## src/rtl/vend_controller.sv

```systemverilog
// Coin-operated vending controller: credit accumulation, item dispense with
// timed motor pulse, change return and cancel refund. All outputs registered.
`timescale 1ns/1ps
module vend_controller #(
    parameter logic [7:0] PRICE0      = 8'd25,
    parameter logic [7:0] PRICE1      = 8'd50,
    parameter logic [7:0] PRICE2      = 8'd75,
    parameter logic [7:0] PRICE3      = 8'd100,
    parameter logic [7:0] MAX_CREDIT  = 8'd200,
    parameter logic [2:0] DISP_CYCLES = 3'd4
) (
    input  logic       clk,
    input  logic       reset,
    input  logic       coin_valid,
    input  logic [1:0] coin_value,
    input  logic       sel_valid,
    input  logic [1:0] sel_item,
    input  logic       cancel,
    output logic [7:0] credit,
    output logic       dispense,
    output logic [1:0] item_out,
    output logic       change_valid,
    output logic [7:0] change_amt,
    output logic       coin_reject,
    output logic       low_credit,
    output logic       busy
);

    localparam int unsigned CW = 8;
    localparam int unsigned SW = CW + 1;

    typedef enum logic [2:0] {
        S_IDLE,
        S_COLLECT,
        S_DISPENSE,
        S_CHANGE,
        S_REFUND
    } state_t;

    state_t        state, state_n;
    logic [CW-1:0] credit_n, price_q, price_n, sel_price, coin_amt, change_amt_n;
    logic [SW-1:0] coin_sum;
    logic [2:0]    cnt, cnt_n;
    logic [1:0]    item_n;
    logic          dispense_n, change_valid_n, coin_reject_n, low_credit_n, busy_n;

    // Price and coin decode
    always_comb begin
        case (sel_item)
            2'd0:    sel_price = PRICE0;
            2'd1:    sel_price = PRICE1;
            2'd2:    sel_price = PRICE2;
            default: sel_price = PRICE3;
        endcase
        case (coin_value)
            2'd0:    coin_amt = CW'(5);
            2'd1:    coin_amt = CW'(10);
            2'd2:    coin_amt = CW'(25);
            default: coin_amt = CW'(100);
        endcase
        coin_sum = SW'(credit) + SW'(coin_amt);
    end

    // Next-state and next-output logic
    always_comb begin
        state_n        = state;
        credit_n       = credit;
        price_n        = price_q;
        cnt_n          = cnt;
        item_n         = item_out;
        dispense_n     = 1'b0;
        change_valid_n = 1'b0;
        change_amt_n   = '0;
        coin_reject_n  = 1'b0;
        low_credit_n   = 1'b0;

        case (state)
            S_IDLE, S_COLLECT: begin
                // Cancel only means something once credit has been collected
                if (cancel && state == S_COLLECT) begin
                    state_n        = S_REFUND;
                    change_valid_n = 1'b1;
                    change_amt_n   = credit;
                end else if (sel_valid) begin
                    if (credit >= sel_price) begin
                        state_n    = S_DISPENSE;
                        dispense_n = 1'b1;
                        item_n     = sel_item;
                        cnt_n      = DISP_CYCLES;
                        price_n    = sel_price;
                    end else begin
                        low_credit_n = 1'b1;
                    end
                end else if (coin_valid) begin
                    if (coin_sum > SW'(MAX_CREDIT)) begin
                        coin_reject_n = 1'b1;
                    end else begin
                        credit_n = coin_sum[CW-1:0];
                        state_n  = S_COLLECT;
                    end
                end
            end
            S_DISPENSE: begin
                coin_reject_n = coin_valid;
                if (cnt <= 3'd1) begin
                    state_n        = S_CHANGE;
                    item_n         = 2'd0;
                    cnt_n          = 3'd0;
                    change_amt_n   = credit - price_q;
                    change_valid_n = (credit != price_q);
                end else begin
                    cnt_n      = cnt - 3'd1;
                    dispense_n = 1'b1;
                end
            end
            S_CHANGE, S_REFUND: begin
                coin_reject_n = coin_valid;
                credit_n      = '0;
                state_n       = S_IDLE;
            end
            default: begin
                state_n  = S_IDLE;
                credit_n = '0;
                item_n   = 2'd0;
                cnt_n    = 3'd0;
            end
        endcase

        busy_n = (state_n == S_DISPENSE) || (state_n == S_CHANGE) || (state_n == S_REFUND);
    end

    // State and output registers
    always_ff @(posedge clk or negedge reset) begin
        if (!reset) begin
            state        <= S_IDLE;
            credit       <= '0;
            price_q      <= '0;
            cnt          <= 3'd0;
            item_out     <= 2'd0;
            dispense     <= 1'b0;
            change_valid <= 1'b0;
            change_amt   <= '0;
            coin_reject  <= 1'b0;
            low_credit   <= 1'b0;
            busy         <= 1'b0;
        end else begin
            state        <= state_n;
            credit       <= credit_n;
            price_q      <= price_n;
            cnt          <= cnt_n;
            item_out     <= item_n;
            dispense     <= dispense_n;
            change_valid <= change_valid_n;
            change_amt   <= change_amt_n;
            coin_reject  <= coin_reject_n;
            low_credit   <= low_credit_n;
            busy         <= busy_n;
        end
    end

endmodule

```

## config.mk

```make
export PLATFORM = sky130hd
export DESIGN_NAME = vend_controller
export DESIGN_NICKNAME = d
export VERILOG_FILES = /design/src/rtl/vend_controller.sv
export SDC_FILE = /design/constraint.sdc
export NUM_CORES = 1
export LEC_CHECK = 0
export ABC_AREA = 1
export BUFFER_PORTS_ARGS = -buffer_cell sky130_fd_sc_hd__buf_2
export CORE_ASPECT_RATIO = 1.75
export CORE_UTILIZATION = 60
export CTS_BUF_LIST = sky130_fd_sc_hd__clkbuf_16
export DETAILED_ROUTE_END_ITERATION = 10
export PLACE_DENSITY = 0.92
export SLEW_MARGIN = 20
export SYNTH_ARGS = -nofsm -noshare
export SYNTH_HDL_FRONTEND = slang
export SYNTH_SLANG_ARGS = --single-unit
```

## constraint.sdc

```tcl
create_clock -name clk -period 3.8 [get_ports clk]
set_input_delay 0 -clock clk [delete_from_list [all_inputs] [get_ports clk]]
set_output_delay 0 -clock clk [all_outputs]
set_load 0.02 [all_outputs]
```

==> results of run 1 <==
[worst max-delay path by stage]
stage	from	to	slack, ps	cells after the start
3_3_place_gp	credit[0]	credit[3]	1740	12
4_1_cts	credit[0]	credit[5]	1630	12
2_1_floorplan	credit[0]	credit[1]	1710	12
6_report	credit[0]	credit[5]	1620	12
5_1_grt	credit[0]	credit[5]	1450	12
3_5_place_dp	credit[0]	credit[5]	1640	12
[flip-flops by register name (all words and copies together) (netlist names)]
| name | cells |
|---|---|
| busy | 1 |
| item_out | 2 |
| dispense | 1 |
| low_credit | 1 |
| coin_reject | 1 |
| change_valid | 1 |
| state | 3 |
| credit | 8 |
| change_amt | 8 |
| cnt | 3 |
| price_q | 6 |
[stage by stage]
step	instance area, sq um	hold WS (ps)	power [W]
floorplan	2580	-296	0.00180
global placement	2790	96.4	0.00211
detailed placement	2790	107	0.00218
CTS	2950	2.13	0.00259
global route	2950	14.9	0.00282
finish	2950	-0.138	0.00260
[cell type report]
type / instances / area, sq um
Timing Repair Buffer: 33 / 175
Inverter: 52 / 195
Sequential cell: 35 / 876
Multi-Input combinational cell: 250 / 1500
Clock buffer: 5 / 125
Fill cell: 341 / 1160
Clock inverter: 3 / 16.3
Tap cell: 49 / 61.3
[synthesized netlist by cell type (2+ instances only)]
master | instances | area [sq um]
dfrtp_1 | 35 | 876
clkinv_1 | 2 | 7.51
fa_1 | 2 | 40.0
nand4_1 | 4 | 25.0
nor3_1 | 2 | 10.0
ha_1 | 29 | 363
nor2_1 | 26 | 97.6
nand3_2 | 4 | 40.0
inv_2 | 7 | 26.3
nand2_2 | 8 | 50.1
nand2_1 | 93 | 349
nor2_4 | 4 | 45.0
o22ai_1 | 3 | 18.8
inv_1 | 43 | 161
o21ai_0 | 10 | 50.1
o21ai_1 | 10 | 50.1
a21oi_1 | 14 | 70.1
nor2_2 | 2 | 12.5
nand2_4 | 2 | 22.5
xnor2_1 | 3 | 26.3
nand3_1 | 23 | 115
[cell families (layout without fill, tap and decap cells)]
group | after synthesis | in the layout | share of synthesized area, %
AOI/OAI and AO/OA | 43 | 43 | 9.60
xor gates and xnor gates | 4 | 4 | 1.36
adders and majority gates | 31 | 31 | 15.6
buffers and inverters | 54 | 93 | 7.90
DFF | 35 | 35 | 33.9
and+or+nand+nor | 172 | 172 | 31.6
[power breakdown]
group | leakage [nW] | total (W) | switching [W] | internal [W]
sequential | 0.457 | 0.000674 | 0.000153 | 0.000521
clock | 0.0710 | 0.000388 | 0.000149 | 0.000239
combinational | 1.12 | 0.00154 | 0.00100 | 0.000538
total | 1.65 | 0.00260 | 0.00131 | 0.00130
[per-layer routing]
layer / routed length, um / share of wire [%] / vias to the layer above
met5: 0 / 0 / -
met4: 274 / 4.5 / 0
met3: 327 / 5.4 / 25
met2: 3300 / 54 / 93
met1: 2170 / 36 / 1102
li1: - / - / 1170
[layout by cell type, fill, tap and decap left out, types with 4 or more instances in the layout]
master	instances
nand2_2	8
inv_1	44
nand2_1	93
nor2_1	26
o21ai_0	10
a21oi_1	14
inv_2	7
clkbuf_16	5
nand3_2	4
nor2_4	4
nand4_1	4
dfrtp_1	35
nand3_1	23
o21ai_1	10
ha_1	29
buf_2	31
[worst register-to-register path: stages (launching register included)]
cell     delay [ps]
dfrtp_1         410
ha_1            240
fa_1            420
xnor2_1         210
nand3_1         100
nand3_1          90
nand3_2          80
nand3_2          90
nand2_2          80
nand2_4         120
nand2_4          90
nand2_1         100
nand2_1          50
==> run_results.csv, run 1 <==
group,metric,value,unit
status,status,"finished, violations left",
status,failed_checks,"hold timing",
drt,first_iter_violations,102,
timing,skew,5.12,ps
setup_path,arrival,2350,ps
timing,fmaxAchievable,459,MHz
grt,grt_max_degree,36,
setup_path,worst-path-buf-inv,0,
timing,slew_viol_final,0,
layout,final_core_util,71.7,%
setup_path,worstReg2RegStart,"credit[0]",
floorplan,row_count,31,
placed_design,placed_cells,417,
power_and_ir_drop,p_leak,1.65,nW
min_path,min_path_cells,3,
floorplan,initial_core_util,62.8,%
grt,track_usage,29.6,%
clock_network,cts.sinks,35,
clock_network,clockBufferDepth,2,
drt,drc,0,
clock_network,clock-root-buffer,"clkbuf_16",
grt,use_met3,5.33,%
setup_path,rr_worst_depth,12,
drt,routed_via_density,5.60,
timing,fin_crit,2180,ps
min_path,min-delay-start,"sel_valid",
setup_path,worst_setup_path_end_kind,"flop",
layout,finalNetCount,417,
setup_path,cp.required,3970,ps
grt,use_met2,54.0,%
synthesis,synth_seq_cells,35,
drt,first_pass_iters,4,
synthesis,ys.flop_type,"dfrtp_1",
setup_path,cpLargestDelayFamily,"simple AND/OR/NAND/NOR gates",
grt,grt_antenna_before_repair,0,
layout,antenna_cells,0,
floorplan,die_w,51.6,um
grt,use_met1,29.6,%
synthesis,yosysWarningCount,0,
drt,antenna_left,0,
layout,instances_no_fill,427,
min_path,min_path_type,"primary input to flop",
placed_design,globalplace.congestion,0.914,
setup_path,r2r_setup_slack,1620,ps
timing,finalSetupTns,0,ps
floorplan,die_y,88.7,um
timing,hold_violations,1,
placed_design,port_buffers,31,
setup_path,cpPeakStageDelay,420,ps
placed_design,post-dp-hpwl,4650,um
clock_network,clk_pin_slew,50,ps
drt,wirelength,6070,um
clock_network,cts_setup_buffers,0,
layout,layout-drive-gt1-share,18.3,%
layout,area_growth,14.3,%
synthesis,synthesis.nets,379,
setup_path,crit_type,"flop to flop",
synthesis,synthesis.area,2580,sq um
setup_path,path_max_fanout,9,
grt,grt_pass1_vias,2316,
synthesis,synth_cell_types,34,
synthesis,yosysSeqAreaShare,33.9,%
floorplan,io_pins,32,
synthesis,synth_edf_count,0,
grt,grt-busiest-layer,"met2",
power_and_ir_drop,powerDensity,883,nW/um^2
synthesis,synthArstFlopShare,100,%
clock_network,tritoncts,"done",
timing,hold_ws,-0.138,ps
timing,tightest_slew,748,ps
clock_network,cts_htree_levels,2,
clock_network,cts.repair.resized,0,
timing,final.period_utilization,57.4,%
synthesis,postSynthCellCount,339,
grt,grt_pass1_wl,9800,um
clock_network,clk_latency,280,ps
setup_path,start_kind,"flop",
setup_path,slowest_stage,"fa_1",
flow_run,maxCapViolCount,0,
clock_network,postCtsHoldBufs,2,
drt,vias,2390,
floorplan,coreArea,4110,sq um
drt,drt-wirelength-per-cell,14.2,um
min_path,min_to,"low_credit",
synthesis,syn_avg_cell_area,7.61,sq um
placed_design,place_worst_setup_slack,1640,ps
timing,slew_headroom,50.1,%
timing,setup_viol,0,
power_and_ir_drop,irDropWorstVdd,0.631,mV
clock_network,cts_buffers,5,
setup_path,path_cells,"ha_1 -> fa_1 -> xnor2_1 -> nand3_1 -> nand3_1 -> nand3_2 -> nand3_2 -> nand2_2 -> nand2_4 -> nand2_4 -> nand2_1 -> nand2_1",
timing,rsz0062_at_grt,"false",
timing,worst_slack,1620,ps
grt,grt_overflow,0,
floorplan,die_area,4580,sq um
setup_path,r2r_end,"credit[5]",
Note: power is estimated with default switching activity, not from simulation.
==> run 2, diff against run 1 <==
--- a/config.mk
+++ b/config.mk
@@ -8,10 +8,10 @@
 export ABC_AREA = 1
 export BUFFER_PORTS_ARGS = -buffer_cell sky130_fd_sc_hd__buf_2
 export CORE_ASPECT_RATIO = 1.75
-export CORE_UTILIZATION = 60
+export CORE_UTILIZATION = 58
 export CTS_BUF_LIST = sky130_fd_sc_hd__clkbuf_16
 export DETAILED_ROUTE_END_ITERATION = 10
-export PLACE_DENSITY = 0.92
+export PLACE_DENSITY = 0.9
 export SLEW_MARGIN = 20
 export SYNTH_ARGS = -nofsm -noshare
 export SYNTH_HDL_FRONTEND = slang
==> constraint.sdc (replaced) <==
create_clock -name clk -period 2.1 [get_ports clk]
set_input_delay 0 -clock clk [delete_from_list [all_inputs] [get_ports clk]]
set_output_delay 0 -clock clk [all_outputs]
set_load 0.02 [all_outputs]
==> run_results.csv, run 2 (same netlist as run 1, synthesis figures left out) <==
group,metric,value,unit
drt,first_pass_iters,5,
placed_design,place_area,2820,sq um
timing,skew,9.63,ps
clock_network,clockBufferDepth,2,
timing,hold_violations,0,
setup_path,cp.depth,14,
status,status,"finished, violations left",
drt,drt-wirelength-per-cell,17.7,um
drt,first_iter_violations,192,
setup_path,worst-path-buf-inv,1,
floorplan,row_count,31,
clock_network,cts_buffers,5,
setup_path,start_kind,"flop",
timing,tightest_slew,811,ps
timing,final.period_utilization,102,%
layout,antenna_cells,0,
setup_path,worst_setup_path_end_kind,"flop",
timing,worst_slack,-33.2,ps
floorplan,die_y,90.2,um
power_and_ir_drop,irDropWorstVdd,1.18,mV
floorplan,die_w,52.4,um
clock_network,clk_pin_slew,60,ps
setup_path,r2r_setup_slack,-30,ps
layout,n_fill_cell,277,
setup_path,worstReg2RegStart,"credit[0]",
timing,rsz0062_at_grt,"true",
clock_network,cts_htree_levels,2,
grt,track_usage,33.5,%
grt,grt_pass1_vias,2668,
layout,layout-drive-gt1-share,27.3,%
status,failed_checks,"setup timing",
layout,instances_no_fill,437,
floorplan,coreArea,4190,sq um
timing,hold_ws,44.7,ps
layout,finalNetCount,427,
drt,vias,2683,
setup_path,crit_type,"flop to flop",
layout,final_core_util,76.8,%
floorplan,die_area,4730,sq um
setup_path,path_cells,"ha_4 -> fa_2 -> nand3_2 -> nand2_2 -> nand2_2 -> nand2_2 -> nand2_2 -> nand2_2 -> inv_2 -> nand3_4 -> nand2_4 -> nand2_2 -> nand3_1 -> nand2_1",
grt,grt_overflow,0,
setup_path,cpLargestDelayFamily,"simple AND/OR/NAND/NOR gates",
setup_path,cp.required,2270,ps
layout,top_regs,"change_amt (8), credit (8), price_q (6)",
layout,final_area,3220,sq um
layout,area_growth,24.7,%
floorplan,initial_core_util,61.6,%
power_and_ir_drop,p_leak,1.71,nW
timing,setup_viol,1,
setup_path,cpPeakStageDelay,410,ps
setup_path,path_max_fanout,4,
clock_network,clock-root-buffer,"clkbuf_16",
drt,drc,0,
layout,layout_common_cells,"86 x nand2_1, 43 x inv_1, 31 x buf_2, 30 x dfrtp_1",
placed_design,post-dp-hpwl,4890,um
clock_network,tritoncts,"done",
min_path,min_path_type,"primary input to flop",
layout,multi_input_area,1670,sq um
timing,slew_headroom,46.0,%
timing,fin_crit,2130,ps
setup_path,arrival,2300,ps
placed_design,port_buffers,31,
flow_run,maxCapViolCount,0,
grt,grt_max_degree,36,
layout,seqCellArea,882,sq um
power_and_ir_drop,powerDensity,1720,nW/um^2
setup_path,r2r_end,"credit[7]",
setup_path,slowest_stage,"dfrtp_1",
timing,fmaxAchievable,469,MHz
placed_design,place_worst_setup_slack,-27.6,ps
placed_design,globalplace.congestion,0.885,
grt,grt_antenna_before_repair,0,
timing,slew_viol_final,0,
setup_path,cp-endpoint,"credit[7]",
setup_path,rr_worst_depth,14,
clock_network,cts.sinks,35,
setup_path,critPathMostFrequentCell,"nand2_2",
setup_path,cp-startpoint,"credit[0]",
placed_design,placed_cells,421,
drt,antenna_left,0,
floorplan,io_pins,32,
layout,layout.cells.most_common,"nand2_1",
grt,grt_pass1_wl,11700,um
drt,wirelength,7760,um
drt,routed_via_density,6.14,
clock_network,clk_latency,290,ps
## run 2: cell count changes in the layout (fill, tap and decap cells not counted), moves of 4 or more
cell and change:
buf_4 +9, nand2_1 -7, nand2_2 +7, dfrtp_1 -5
dfrtp_2 +5, ha_1 -5, ha_4 +4
## run 2: cell type report
cell class              instances  area share (%)
multi-input cells             251            51.8
repair buffers                 42            7.54
well taps                      49            1.91
inverters                      52            6.07
clock buffers                   5            3.89
clock inverters                 3            1.36
flip-flops and latches         35            27.4
## run 2: worst min path at each step
stage / from / to / slack (ps) / depth (start not counted)
global placement: reset / change_valid / 110 / 1
finish: sel_valid / low_credit / 40 / 3
detailed placement: reset / change_amt[3] / 110 / 1
CTS: sel_valid / low_credit / 30 / 3
floorplan: reset / busy / -300 / 0
global route: sel_valid / low_credit / 40 / 3
## run 2: timing repair
item | CTS | global route
hold buffers | 2 | 0
pin swaps | 0 | 10
hold endpoints to repair | 36 | 0
endpoints found under the setup margin | 10 | 24
buffers inserted | 0 | 5
resized for setup | 4 | 32
gates cloned | 0 | 1
## run 2: metal layers
metal  vias up  part of all wire (%)  global-route usage, %
met5         -                     0                      0
met4         0                   8.0                   27.6
met3        58                   7.6                   8.12
met2       168                    51                   55.8
met1      1266                    33                   32.6
li1       1191                     -                      -
## run 2: where the power goes
group	switching [W]	internal (W)
sequential	0.000270	0.000952
combinational	0.00223	0.00121
clock	0.000316	0.000560
total	0.00281	0.00272
## run 2: tightest hold or removal path: stages
cell and delay, ps:
buf_2 150, inv_1 80, nor3_1 50
## run 2: through the flow
| step | power [W] | setup TNS [ps] |
|---|---|---|
| after floorplan | 0.00326 | 0 |
| after global placement | 0.00388 | 0 |
| after detailed placement | 0.00401 | -131 |
| after CTS | 0.00499 | 0 |
| after global routing | 0.00590 | -1370 |
| final | 0.00554 | -33.2 |
